## src/rtl/cpumc_arb.sv

```systemverilog
// Registered N-master arbiter for the CPU memory-controller bus, with a one-cycle handover gap and an optional hold timeout.
// Define CPUMC_ARB_RR_EN for round-robin selection among the non-default masters. Without it, the lowest index wins.
module cpumc_arb #(
  parameter int NUM_MASTERS = 3,
  parameter int AW          = 16,
  parameter int DW          = 8,
  parameter int DEF_MASTER  = 2,
  parameter int MAX_HOLD    = 0,
  parameter int OW          = 3
) (
  input  logic                      clk_in,
  input  logic                      nrst_in,
  input  logic [NUM_MASTERS-1:0]    req_in,
  input  logic [NUM_MASTERS*AW-1:0] a_in,
  input  logic [NUM_MASTERS-1:0]    r_nw_in,
  input  logic [NUM_MASTERS*DW-1:0] d_in,
  output logic [NUM_MASTERS-1:0]    gnt_out,
  output logic [AW-1:0]             a_out,
  output logic                      r_nw_out,
  output logic [DW-1:0]             d_out,
  output logic [OW-1:0]             owner_out,
  output logic                      gap_out,
  output logic                      tmo_out
);

  // state  | meaning
  // ST_OWN | owner_q holds the bus and its grant is asserted
  // ST_GAP | one-cycle handover: no grant, bus forced to an idle read
  typedef enum logic {ST_OWN, ST_GAP} state_t;

  localparam logic [NUM_MASTERS-1:0] DEF_MASK  = NUM_MASTERS'(1) << DEF_MASTER;
  localparam int                     HW        = (MAX_HOLD < 2) ? 1 : $clog2(MAX_HOLD + 1);
  localparam logic [HW-1:0]          HOLD_LAST = HW'((MAX_HOLD > 0) ? MAX_HOLD - 1 : 0);

  if (DEF_MASTER < 0 || DEF_MASTER >= NUM_MASTERS) begin : g_bad_def
    $fatal(1, "cpumc_arb: DEF_MASTER out of range");
  end
  if ((1 << OW) < NUM_MASTERS) begin : g_bad_ow
    $fatal(1, "cpumc_arb: OW too narrow for NUM_MASTERS");
  end

  state_t                 state_q, state_d;
  logic [OW-1:0]          owner_q, owner_d;
  logic [NUM_MASTERS-1:0] gnt_q, gnt_d;
  logic [HW-1:0]          hold_q, hold_d;
  logic                   tmo_q, tmo_d;
  logic [NUM_MASTERS-1:0] nd_req;
  logic [OW-1:0]          winner;
  logic                   owner_req, others_pend;

  assign nd_req      = req_in & ~DEF_MASK;
  assign owner_req   = |(req_in & gnt_q);
  assign others_pend = |(nd_req & ~gnt_q);

`ifdef CPUMC_ARB_RR_EN
  logic [OW-1:0] last_q;
  logic          found;
  int            idx;

  // Walk forward from the master after the last non-default owner; DEF_MASTER is already masked out.
  always_comb begin
    winner = OW'(DEF_MASTER);
    found  = 1'b0;
    idx    = 0;
    for (int k = 1; k <= NUM_MASTERS; k++) begin
      idx = (int'(last_q) + k) % NUM_MASTERS;
      if (!found && nd_req[idx]) begin
        winner = OW'(idx);
        found  = 1'b1;
      end
    end
  end

  always_ff @(posedge clk_in) begin
    if (!nrst_in)
      last_q <= OW'(NUM_MASTERS - 1);
    else if (state_q == ST_GAP && winner != OW'(DEF_MASTER))
      last_q <= winner;
  end
`else
  always_comb begin
    winner = OW'(DEF_MASTER);
    for (int i = NUM_MASTERS - 1; i >= 0; i--)
      if (nd_req[i]) winner = OW'(i);
  end
`endif

  always_comb begin
    state_d = state_q;
    owner_d = owner_q;
    gnt_d   = gnt_q;
    hold_d  = hold_q;
    tmo_d   = 1'b0;
    case (state_q)
      ST_OWN: begin
        if (owner_q == OW'(DEF_MASTER)) begin
          if (|nd_req) begin
            state_d = ST_GAP;
            gnt_d   = '0;
          end
        end else if (!owner_req) begin
          state_d = ST_GAP;
          gnt_d   = '0;
        end else if (MAX_HOLD > 0 && others_pend) begin
          // A release on the same edge is handled above, so a timeout never coincides with one.
          if (hold_q == HOLD_LAST) begin
            state_d = ST_GAP;
            gnt_d   = '0;
            tmo_d   = 1'b1;
          end else begin
            hold_d = hold_q + 1'b1;
          end
        end
      end
      ST_GAP: begin
        state_d = ST_OWN;
        owner_d = winner;
        gnt_d   = NUM_MASTERS'(1) << winner;
        hold_d  = '0;
      end
      default: begin
        state_d = ST_OWN;
        owner_d = OW'(DEF_MASTER);
        gnt_d   = DEF_MASK;
        hold_d  = '0;
      end
    endcase
  end

  always_ff @(posedge clk_in) begin
    if (!nrst_in) begin
      state_q <= ST_OWN;
      owner_q <= OW'(DEF_MASTER);
      gnt_q   <= DEF_MASK;
      hold_q  <= '0;
      tmo_q   <= 1'b0;
    end else begin
      state_q <= state_d;
      owner_q <= owner_d;
      gnt_q   <= gnt_d;
      hold_q  <= hold_d;
      tmo_q   <= tmo_d;
    end
  end

  // The bus is an idle read during the gap, so a stale owner can never issue a write.
  always_comb begin
    a_out    = '0;
    r_nw_out = 1'b1;
    d_out    = '0;
    if (state_q == ST_OWN) begin
      for (int i = 0; i < NUM_MASTERS; i++) begin
        if (owner_q == OW'(i)) begin
          a_out    = a_in[i*AW +: AW];
          r_nw_out = r_nw_in[i];
          d_out    = d_in[i*DW +: DW];
        end
      end
    end
  end

  assign gnt_out   = gnt_q;
  assign owner_out = owner_q;
  assign gap_out   = (state_q == ST_GAP);
  assign tmo_out   = tmo_q;

endmodule

```

## config.mk

```make
export PLATFORM = sky130hd
export DESIGN_NAME = cpumc_arb
export DESIGN_NICKNAME = d
export VERILOG_FILES = /design/src/rtl/cpumc_arb.sv
export SDC_FILE = /design/constraint.sdc
export NUM_CORES = 1
export LEC_CHECK = 0
export CELL_PAD_IN_SITES_DETAIL_PLACEMENT = 2
export CELL_PAD_IN_SITES_GLOBAL_PLACEMENT = 2
export CORE_ASPECT_RATIO = 1.75
export CORE_MARGIN = 2
export CORE_UTILIZATION = 11
export DETAILED_ROUTE_END_ITERATION = 10
export PLACE_DENSITY = 0.86
export SETUP_SLACK_MARGIN = 0.3
export SLEW_MARGIN = 10
export SYNTH_ARGS = -nofsm -noshare
export SYNTH_HDL_FRONTEND = slang
export SYNTH_SLANG_ARGS = --single-unit
```

## constraint.sdc

```tcl
create_clock -name clk_in -period 1.85 [get_ports clk_in]
set_clock_uncertainty 0.1 [all_clocks]
set_input_delay 0.37 -clock clk_in [delete_from_list [all_inputs] [get_ports clk_in]]
set_output_delay 0.37 -clock clk_in [all_outputs]
set_load 0.1 [all_outputs]
```

# Word-level counts from Yosys, hierarchy flattened
# Index checks and enable logic that the tools add are counted.
# totals
ff_bits	7
out_inout_bits	33
in_bits	80
elab_cells	36
# classes
n_eq_ne	4
bitwise	2
shift	1
n_mux	22
reduce_logical	4
# ops
cell	count
16-bit two-way mux	4
8-bit two-way mux	4
3-bit two-way mux	3
1-bit two-way mux	7
3-bit inequality test (second input constant)	2
3-bit case mux with 2 select lines	1
2-bit two-way mux	2
3-bit bitwise AND	1
3-bit by 1-bit equality test with 1-bit output (second input constant)	1
3-bit by 2-bit equality test with 1-bit output (second input constant)	1
3-bit zero test	1
3-bit OR reduction	1
1-bit by 3-bit << shifter with 3-bit output (first input constant)	1
1-bit case mux with 2 select lines	1
2-bit AND reduction	1
2-bit OR reduction	1
1-bit inverter	1

# Depth between registers and ports, before layout
# Gate-level depths: netlist of the first run.
# depth
ltp_word	5
ltp_mapped	6
depth_no_buf	4

# Worst setup path after synthesis of the first run
# Ideal clock, no wire load.
# synth_timing
path_type	register to output
start	register owner_q[1], in the netlist owner_out[1]
end	output port a_out[0]
path_buffers	2
path_stages_with_launch	7
required_time_ns	1.380
slack_ns	-1.421
arrival_ns	2.801
path_cell_list	dfxtp_1 -> buf_6 -> buf_8 -> mux2i_1 -> nor2_1 -> a21oi_1 -> nor2_1
# synth_between
elab_chain_len	5
word_cells_on_any_way	7
classes_between	eq/ne (2); mux (4); reduce/logical (1)
# synth_lines
item	line	rtl
from (decl)	43	logic [OW-1:0] owner_q, owner_d;
from (signal assigned)	133	owner_q <= OW'(DEF_MASTER);
from (signal assigned)	139	owner_q <= owner_d;
3-bit zero test	153	if (owner_q == OW'(i)) begin
16-bit two-way mux (2 in a row)	153	
16-bit two-way mux (*)	153	
16-bit two-way mux (*)	151	if (state_q == ST_OWN) begin
to (decl)	18	output logic [AW-1:0] a_out,
# Every way passes the cells marked *; elsewhere a longest branch is shown, timed or not.

# Worst setup path after layout of the first run
# layout_timing
start	register owner_q[1], in the netlist owner_out[1]
end	output port d_out[3]
# layout_between
elab_chain_len	5
word_cells_on_any_way	7
classes_between	eq/ne (2); mux (4); reduce/logical (1)
# layout_lines
item	line	rtl
3-bit zero test	153	
8-bit two-way mux (2 in a row)	153	
8-bit two-way mux (*)	153	
8-bit two-way mux (*)	151	
to (decl)	20	output logic [DW-1:0] d_out,
# Marks and branches as above.

==> results of run 1 <==
## final cells by class
type                    instances  share of cell area [%]
clock buffers                   4                   2.449
repair buffers                134                   55.69
inverters                       3                  0.5052
flip-flops and latches          6                   4.197
well taps                      92                   3.576
multi-input cells             121                   33.58
## stage by stage
step / utilization, % / setup WS, ps / area [um2]
floorplan: - / -199.3 / 1160
finish: 38.98 / -183.9 / 3219
global placement: 32.92 / -103.7 / 2719
detailed placement: 32.92 / -127.1 / 2719
global route: 38.98 / -242.1 / 3219
CTS: 36.47 / -169.5 / 3012
## critical path, stage by stage, from the launching register on
cell,delay (ps)
dfxtp_4,360
buf_6,140
nor2b_4,190
buf_4,150
clkbuf_16,140
a21oi_2,70
nor2_4,110
buf_12,180
## state kept, by name (all words and copies together), names as in the netlist
| name | flops |
|---|---|
| gnt_out | 3 |
| owner_out | 2 |
| gap_out | 1 |
## cell usage in the layout, fill, tap and decap left out, types with 4 or more instances in the layout
master / instances
nor2_1: 23
mux2i_1: 17
clkdlybuf4s50_1: 79
nor2_4: 24
buf_4: 4
buf_12: 42
mux2i_2: 5
buf_6: 7
a21oi_4: 5
a21oi_2: 19
clkbuf_16: 4
## layer usage
metal / routed length (um) / part of all wire (%)
met3: 300 / 4.8
met1: 2026 / 32
met4: 70 / 1.1
met5: 0 / 0
met2: 3851 / 62
## worst paths after layout
| check | start | depth (start not counted) | slack (ps) | end |
|---|---|---|---|---|
| worst max-delay path | owner_out[1]$_SDFFE_PN1P_ | 7 | -180 | d_out[3] |
| worst min-delay path | gnt_out[0]$_SDFFE_PN0P_ | 2 | 410 | gnt_out[0]$_SDFFE_PN0P_ |
| worst max register to register | owner_out[1]$_SDFFE_PN1P_ | 5 | 420 | gnt_out[2]$_SDFFE_PN1P_ |
| worst min register to register | gnt_out[0]$_SDFFE_PN0P_ | 2 | 410 | gnt_out[0]$_SDFFE_PN0P_ |
## cells by family after synthesis
| kind of cell | after synthesis | share of synthesized area, % |
|---|---|---|
| simple gates | 60 | 25.97 |
| other cells | 1 | 0.4012 |
| compound gates | 34 | 20.48 |
| mux | 25 | 26.91 |
| flops | 6 | 12.85 |
| buf+inv | 17 | 13.39 |
## what timing repair did
item	4_1_cts	5_1_grt
gates cloned	1	1
pin swaps	5	8
endpoints found under the setup margin	26	25
setup buffers	4	6
resized for setup	36	21
## where the power goes
group	internal [uW]	switching (uW)	total, uW
Clock	287	79.5	366
Sequential	145	37.8	183
Combinational	858	1240	2100
Total	1290	1360	2650
==> key figures, run 1 <==
Outcome
  – Run status: finished with violations
  – Failing checks: setup timing

Detailed routing
  – DRT antenna net count: 0
  – DR WL/cell: 17.36 um
  – DRT iter0 DRCs: 13
  – DR vias: 1526
  – Routed WL: 6250 um
  – Via density: 4.239
  – Remaining DRCs: 0
  – DRT Pass-1 Iters: 3

Placed design
  – RePlAce Congestion: 0.7117
  – DP Cell Count: 344
  – DP Wirelength: 4913 um
  – I/O Buffers: 110

GRT
  – GR Layer Usage met1: 14.26%
  – GRT Max-Usage Layer: met2
  – First-pass GRT wire length: 9798 um
  – Initial antenna violation count: 0
  – GRT Overall Usage: 13.78%
  – Met3 usage in global routing: 2.000%
  – Vias in the first global route: 1834
  – Met2 Resource Use GR: 28.05%
  – GRT overflow: 0
  – Largest net degree at the start of global routing: 23

Synth
  – Area leader, netlist: mux2i_1
  – Post-synthesis sequential area ratio: 12.85%
  – Top cell type's share of synthesized area: 25.70%
  – Post-Syn Area per Cell: 6.536 um2
  – YS warnings: 0
  – Area contributors post-synth: mux2i_1 (26%), nor2_1 (20%), a21oi_1 (14%)
  – Count leader, synth: nor2_1
  – Post-Syn Area: 934.6 um2
  – Synth Register Bits: 6
  – Cells after Synth: 143
  – Post-synth ARST share: 0%
  – Yosys cell types: 24
  – Top cells by count, synth: nor2_1 (50), a21oi_1 (26), mux2i_1 (24)
  – Primary FF master, synth: dfxtp_1
  – Number of enable flip-flop cells after synthesis: 0

Worst setup path
  – CP max FO: 5
  – Critical path data required time: 1380 ps
  – Arrival time of the worst setup path: 1560 ps
  – Worst setup path class: reg -> out
  – Worst setup SP type: register
  – Crit end category: output port

Clocking
  – CTS hold repair buffers: 0
  – CTS tree: built
  – Reg clk slew, reported paths: 40 ps
  – CTS Buf Count: 3
  – Root Buffer: clkbuf_16
  – Worst skew pair latency: 230 ps
  – Longest Clk Path Bufs: 2
  – H-Tree Depth: 1
  – CTS sink count: 6

Floorplan
  – Height of the die: 125.9 um
  – Starting density of the core: 11.32%
  – Core footprint: 8258 um2
  – Die X: 73.68 um
  – Row count: 44
  – # IOs: 113
  – Total Die Area: 9279 um2

Layout
  – Final nets: 349
  – Layout cells sized above 1: 48.51%
  – Fillers: 868
  – Reg area: 135.1 um2
  – Fin cells: 360
  – Synth-to-layout area growth: 244.4%
  – Area of the multi-input gates: 1081 um2
  – Diodes inserted: 0

Hold path
  – Hold crit path type: reg -> reg

STA
  – Final setup fails: 25
  – Final period utilization: 109.9%
  – Crit path time final: 2034 ps
  – Max Fclk: 0.4917 GHz
  – RSZ-0062 raised after global routing: true
  – Final setup margin: -183.9 ps
  – Final Hold Fails: 0
  – Max Slew Vio Count: 0
  – WHS: 409.5 ps
  – Total Neg Setup Slack: -4006 ps

Pwr
  – Peak supply drop: 0.4362 mV
  – Leakage dissipation: 0.001301 uW
  – Total power: 2646 uW
  – Power Density: 821.9 nW/um2

Run
  – Max_cap viols: 0
Note: power is estimated with default switching activity, not from simulation.
==> inputs of run 2 (changes only) <==
--- a/config.mk
+++ b/config.mk
@@ -11,7 +11,8 @@
 export CORE_MARGIN = 2
 export CORE_UTILIZATION = 11
 export DETAILED_ROUTE_END_ITERATION = 10
-export PLACE_DENSITY = 0.86
+export GPL_TIMING_DRIVEN = 0
+export PLACE_DENSITY = 0.91
 export SETUP_SLACK_MARGIN = 0.3
 export SLEW_MARGIN = 10
 export SYNTH_ARGS = -nofsm -noshare
==> run 2 against run 1 <==
The run still ends with setup timing left. Routed wire length increased by 3.3%. Hold slack worse by 13 ps. Via count rose by 0.66%. Total power decreased by 2.2%. Cell area is 5.3% lower. Sequential share of layout area up 0.24 points. Final cell count stayed put. Sequential cell count did not move. First-iteration DRC count increased by 77%. Non-clock buffer count unchanged. Count of clock-buffer cells in the layout unchanged. Critical path type unchanged. Largest cell class unchanged.
==> key figures, run 2 (synthesis gave the netlist of run 1 again) <==
Layout
  – Max reg flops: 3
  – Layout cells sized above 1: 47.01%
  – Fillers: 900
  – Final nets: 349
  – Diodes inserted: 0
  – Most common cell after layout, fill and taps aside: clkdlybuf4s50_1
  – Most frequent cells in the layout: clkdlybuf4s50_1 (79), buf_12 (32), nor2_1 (24), a21oi_2 (24), nor2_4 (24)
  – Synth-to-layout area growth: 226.1%
  – Fin cells: 360

GRT
  – First-pass GRT wire length: 9384 um
  – Vias in the first global route: 1792
  – Initial antenna violation count: 0
  – Largest net degree at the start of global routing: 11
  – GRT Overall Usage: 13.26%
  – GRT overflow: 0

STA
  – Final setup margin: -226.8 ps
  – RSZ-0062 raised after global routing: true
  – Max Fclk: 0.4815 GHz
  – Total Neg Setup Slack: -3815 ps
  – Final Hold Fails: 0
  – Crit path time final: 2077 ps
  – Max Slew Vio Count: 0
  – Final setup fails: 26
  – Final period utilization: 112.3%
  – Slew headroom: 36.80%
  – Worst-Margin Slew: 951.7 ps

Floorplan
  – # IOs: 113
  – Row count: 44
  – Starting density of the core: 11.32%
  – Total Die Area: 9279 um2
  – Die X: 73.68 um
  – Height of the die: 125.9 um
  – Core footprint: 8258 um2

Pwr
  – Power Density: 848.7 nW/um2
  – Leakage dissipation: 0.001270 uW
  – Peak supply drop: 0.4893 mV

Clocking
  – CTS Buf Count: 3
  – CTS tree: built
  – Root Buffer: clkbuf_16
  – Longest Clk Path Bufs: 2
  – Reg clk slew, reported paths: 40 ps
  – Worst skew pair latency: 230 ps
  – H-Tree Depth: 1
  – CTS sink count: 6

Worst setup path
  – FF-to-FF path depth: 5
  – RR Startpoint: owner_out[1]$_SDFFE_PN1P_
  – CP max FO: 8
  – Reg2reg end: gnt_out[2]$_SDFFE_PN1P_
  – Critical path data required time: 1380 ps
  – Worst setup SP type: register
  – Worst setup path class: reg -> out
  – Crit end category: output port
  – Setup crit start: owner_out[1]$_SDFFE_PN1P_
  – Arrival time of the worst setup path: 1610 ps
  – Reg2Reg Setup Slack: 430 ps

Detailed routing
  – DR WL/cell: 17.94 um
  – DRT Pass-1 Iters: 2
  – DR vias: 1536
  – DRT iter0 DRCs: 23
  – Via density: 4.267
  – Remaining DRCs: 0
  – DRT antenna net count: 0
  – Routed WL: 6457 um

Hold path
  – Hold Crit Start: gnt_out[0]$_SDFFE_PN0P_
  – Hold Crit Endpoint: gnt_out[0]$_SDFFE_PN0P_
  – Hold crit path type: reg -> reg
  – Hold depth: 2

Outcome
  – Failing checks: setup timing
  – Run status: finished with violations

Placed design
  – DP Cell Count: 346
  – DP Wirelength: 4832 um
  – RePlAce Congestion: 0.7725
  – I/O Buffers: 110

Run
  – Max_cap viols: 0
run 2: changes by cell type in the layout (fill, tap and decap cells not counted), sizes merged:
cell | previous run | this run
clkbuf | 5 | 8
dlygate4sd2 | 0 | 1
buf | 54 | 50
run 2: worst max path at each step:
stage,endpoint,slack [ps],cells past startpoint
floorplan,a_out[0],-200,6
global placement,a_out[6],-910,7
detailed placement,d_out[1],-970,6
CTS,a_out[11],-220,7
global route,d_out[1],-260,7
finish,a_out[14],-230,7
run 2: repair_timing:
item / in CTS / in global routing
hold endpoints to repair: 0 / 0
endpoints found under the setup margin: 31 / 26
pin swaps: 3 / 12
hold buffers: 0 / 0
resized for setup: 296 / 10
gates cloned: 2 / 2
setup buffers: 6 / 0
run 2: per-stage QoR:
step           worst slack (ps)  instance area (um2)  hold slack, ps  total power [uW]  util, %
4_1_cts                  -221.1                 2955           401.8              2561    35.79
6_report                 -226.8                 3048           396.7              2587    36.91
2_1_floorplan            -199.3                 1160           408.6              1375        -
5_1_grt                  -257.6                 3048           428.3              2673    36.91
3_3_place_gp             -912.9                 2376           368.5              1797    28.77
3_5_place_dp             -969.7                 2376           390.8              1829    28.77
run 2: area by class of cell:
type                            count  area (um2)  area share (%)
Clock buffer                        4       78.83           2.586
Sequential cell                     6       135.1           4.434
Multi-Input combinational cell    121        1026           33.66
Timing Repair Buffer              120        1498           49.14
Buffer                             14       183.9           6.034
Tap cell                           92       115.1           3.777
Inverter                            3       11.26          0.3695
run 2: worst max-delay path: stages (launching register included):
cell	delay [ps]
dfxtp_4	340
buf_12	150
clkbuf_16	160
mux2i_1	220
nor2_1	90
a21oi_2	150
nor2_4	60
buf_12	180
run 2: layer usage:
layer / global-route usage [%] / up-vias / share of wire (%)
met2: 27.78 / 60 / 62
met4: 4.813 / 0 / 3.3
met5: 0 / - / 0
li1: - / 731 / -
met3: 1.280 / 13 / 4.4
met1: 12.03 / 732 / 31
run 2: power by group:
group	switching [uW]	internal [uW]	leakage (uW)	total [uW]
Sequential	13.8	145	0.0000517	158
Combinational	1250	807	0.00118	2060
Clock	81.4	287	0.0000382	368
==> inputs of run 3 (changes only) <==
--- a/config.mk
+++ b/config.mk
@@ -5,11 +5,12 @@
 export SDC_FILE = /design/constraint.sdc
 export NUM_CORES = 1
 export LEC_CHECK = 0
+export ABC_AREA = 1
 export CELL_PAD_IN_SITES_DETAIL_PLACEMENT = 2
 export CELL_PAD_IN_SITES_GLOBAL_PLACEMENT = 2
 export CORE_ASPECT_RATIO = 1.75
 export CORE_MARGIN = 2
-export CORE_UTILIZATION = 11
+export CORE_UTILIZATION = 10
 export DETAILED_ROUTE_END_ITERATION = 10
 export GPL_TIMING_DRIVEN = 0
 export PLACE_DENSITY = 0.91
==> run 3 against run 2 <==
The run still ends with setup timing left. Count of clock-buffer cells in the layout unchanged. Via count increased by 23%. Critical endpoint is now a_out[10]. Sequential power increased by 8%. Critical path type unchanged.
==> key figures, run 3 <==
Pwr
  – Total power: 2912 uW
  – Flop pwr share: 5.8%
  – Peak supply drop: 0.3339 mV
  – Leakage dissipation: 0.001383 uW
  – Power Internal: 1362 uW
  – Power Density: 883.8 nW/um2
  – Clk pwr share: 12.6%
  – Switching share of total power: 53.22%
  – Psw: 1550 uW
  – Logic pwr share: 81.5%

Placed design
  – DP Cell Count: 432
  – Placed inst area: 2359 um2
  – RePlAce Congestion: 0.7121
  – Post-Place Setup Slack: -1209 ps
  – I/O Buffers: 110
  – DP Wirelength: 5539 um

Layout
  – Reg area: 135.1 um2
  – Area of the multi-input gates: 920.9 um2
  – Most common cell after layout, fill and taps aside: clkdlybuf4s50_1
  – Most frequent cells in the layout: clkdlybuf4s50_1 (79), nand2_1 (43), nand3_1 (34)
  – Fin cells: 459
  – Synth-to-layout area growth: 244.2%
  – Fillers: 1042
  – Final nets: 418
  – Post-layout instance area: 3294 um2
  – Layout cells sized above 1: 48.66%
  – Diodes inserted: 0
  – Max reg flops: 3

Floorplan
  – Die X: 77.96 um
  – Core footprint: 9409 um2
  – Height of the die: 133.4 um
  – Total Die Area: 10400 um2
  – # IOs: 113
  – Row count: 47
  – Starting density of the core: 10.17%

GRT
  – Vias in the first global route: 2167
  – First-pass GRT wire length: 11630 um
  – Largest net degree at the start of global routing: 11
  – Initial antenna violation count: 0
  – GRT Overall Usage: 14.40%
  – Met3 usage in global routing: 1.762%
  – GRT overflow: 0
  – Met2 Resource Use GR: 31.08%
  – GRT Max-Usage Layer: met2
  – GR Layer Usage met1: 13.85%

Hold path
  – Hold Crit Endpoint: gap_out$_SDFF_PP0_
  – Hold Crit Start: gap_out$_SDFF_PP0_
  – Hold depth: 1
  – Hold crit path type: reg -> reg

Detailed routing
  – Routed WL: 8031 um
  – Via density: 4.105
  – DR vias: 1884
  – DRT Pass-1 Iters: 4
  – DR WL/cell: 17.50 um
  – DRT iter0 DRCs: 22
  – DRT antenna net count: 0
  – Remaining DRCs: 0

Outcome
  – Failing checks: setup timing
  – Run status: finished with violations

STA
  – Final setup fails: 25
  – Final Hold Fails: 0
  – Final setup margin: -251.0 ps
  – RSZ-0062 raised after global routing: true
  – Max Slew Vio Count: 0
  – Final period utilization: 113.6%
  – Crit path time final: 2101 ps
  – Max Fclk: 0.4760 GHz
  – Total Neg Setup Slack: -4785 ps

Clocking
  – CTS sink count: 6
  – H-Tree Depth: 1
  – Root Buffer: clkbuf_16
  – Reg clk slew, reported paths: 40 ps
  – CTS Buf Count: 3
  – CTS tree: built
  – Longest Clk Path Bufs: 2
  – Worst skew pair latency: 230 ps

Synth
  – Synth Register Bits: 6
  – YS warnings: 0
  – Primary FF master, synth: dfxtp_1
  – Post-synthesis sequential area ratio: 12.55%
  – Post-synth ARST share: 0%
  – Cells after Synth: 199
  – Number of enable flip-flop cells after synthesis: 0
  – Area leader, netlist: nand2_1
  – Yosys cell types: 18
  – Post-Syn Area per Cell: 4.810 um2
  – Count leader, synth: nand2_1
  – Top cells by count, synth: nand2_1 (82), nand3_1 (52), inv_1 (28)
  – Post-Syn Area: 957.2 um2
  – Area contributors post-synth: nand2_1 (32%), nand3_1 (27%), dfxtp_1 (13%)
  – Top cell type's share of synthesized area: 32.16%

Worst setup path
  – Reg2Reg Setup Slack: 400 ps
  – Reg2reg end: gnt_out[2]$_SDFFE_PN1P_
  – FF-to-FF path depth: 9
  – Crit-path cells: inv_8 -> nor2_4 -> buf_12 -> buf_6 -> buf_16 -> nand2_2 -> nand3_2 -> nand2_2 -> clkinvlp_4 -> buf_12
  – RR Startpoint: owner_out[0]$_SDFFE_PN0P_
  – Critical path data required time: 1380 ps
  – CP max FO: 7
  – Crit end category: output port
  – Worst setup path class: reg -> out
  – Worst setup SP type: register
  – Slowest cell on crit path: dfxtp_4
  – Slowest stage delay, CP: 400 ps
  – CP delay by family, top: buffers and inverters
  – Worst path bufs/invs: 6
  – Arrival time of the worst setup path: 1630 ps

Run
  – Max_cap viols: 0
run 3: cell types whose count changed after synthesis, sizes merged, moves of 2 or more:
cell / before / now
mux2i: 24 / 0
nand2: 3 / 82
a21oi: 26 / 4
inv: 3 / 30
nand2b: 3 / 0
nand3: 1 / 52
o22ai: 2 / 0
nor2: 50 / 5
run 3: repair_timing:
item	CTS	global route
pin swaps	10	10
setup buffers	11	8
hold buffers	0	0
resized for setup	300	49
setup endpoints to repair	31	25
cloned	2	2
run 3: layout make-up:
cell class	count	area share, %
sequential	6	4.102
inverter	30	6.381
clock buffer	4	2.393
timing repair buffer	133	50.25
tap	122	4.633
buffer	13	4.292
multi-input combinational	151	27.95
run 3: per-layer routing:
metal | vias to the layer above | part of all wire [%]
met5 | - | 0
met4 | 0 | 1.2
met3 | 8 | 3.9
met2 | 63 | 62
met1 | 919 | 33
li1 | 894 | -
run 3: how the worst max path moves through the flow:
stage                                    startpoint   endpoint  cells after the start
after floorplan           owner_out[0]$_SDFFE_PN0P_   a_out[0]                      7
after global placement    owner_out[1]$_SDFFE_PN1P_   d_out[4]                      7
after detailed placement  owner_out[1]$_SDFFE_PN1P_   a_out[2]                      7
after CTS                 owner_out[0]$_SDFFE_PN0P_  a_out[11]                     10
after global routing      owner_out[1]$_SDFFE_PN1P_   d_out[1]                      9
final                     owner_out[1]$_SDFFE_PN1P_  a_out[10]                     10
run 3: per-stage QoR:
| stage | utilization [%] | hold WS [ps] |
|---|---|---|
| final | 35.01 | 382.0 |
| after global routing | 35.01 | 410.0 |
| after CTS | 31.64 | 387.9 |
| after detailed placement | 25.07 | 382.5 |
| after global placement | 25.07 | 370.7 |
| after floorplan | - | 385.5 |
run 3: kinds of logic after synthesis:
family / count (synthesis) / synth area share [%]
other: 1 / 0.3918
AND/OR/NAND/NOR: 142 / 64.71
buffers and inverters: 43 / 18.69
flip-flops: 6 / 12.55
AO/OA/AOI/OAI: 7 / 3.660
run 3: power groups by stage:
stage               sequential, uW  combinational, uW  clock [uW]
finish                         170               2370         368
global route                   172               2470         382
detailed placement             169               1750           0
CTS                            170               2200         371
global placement               169               1710           0
floorplan                      258               1150           0
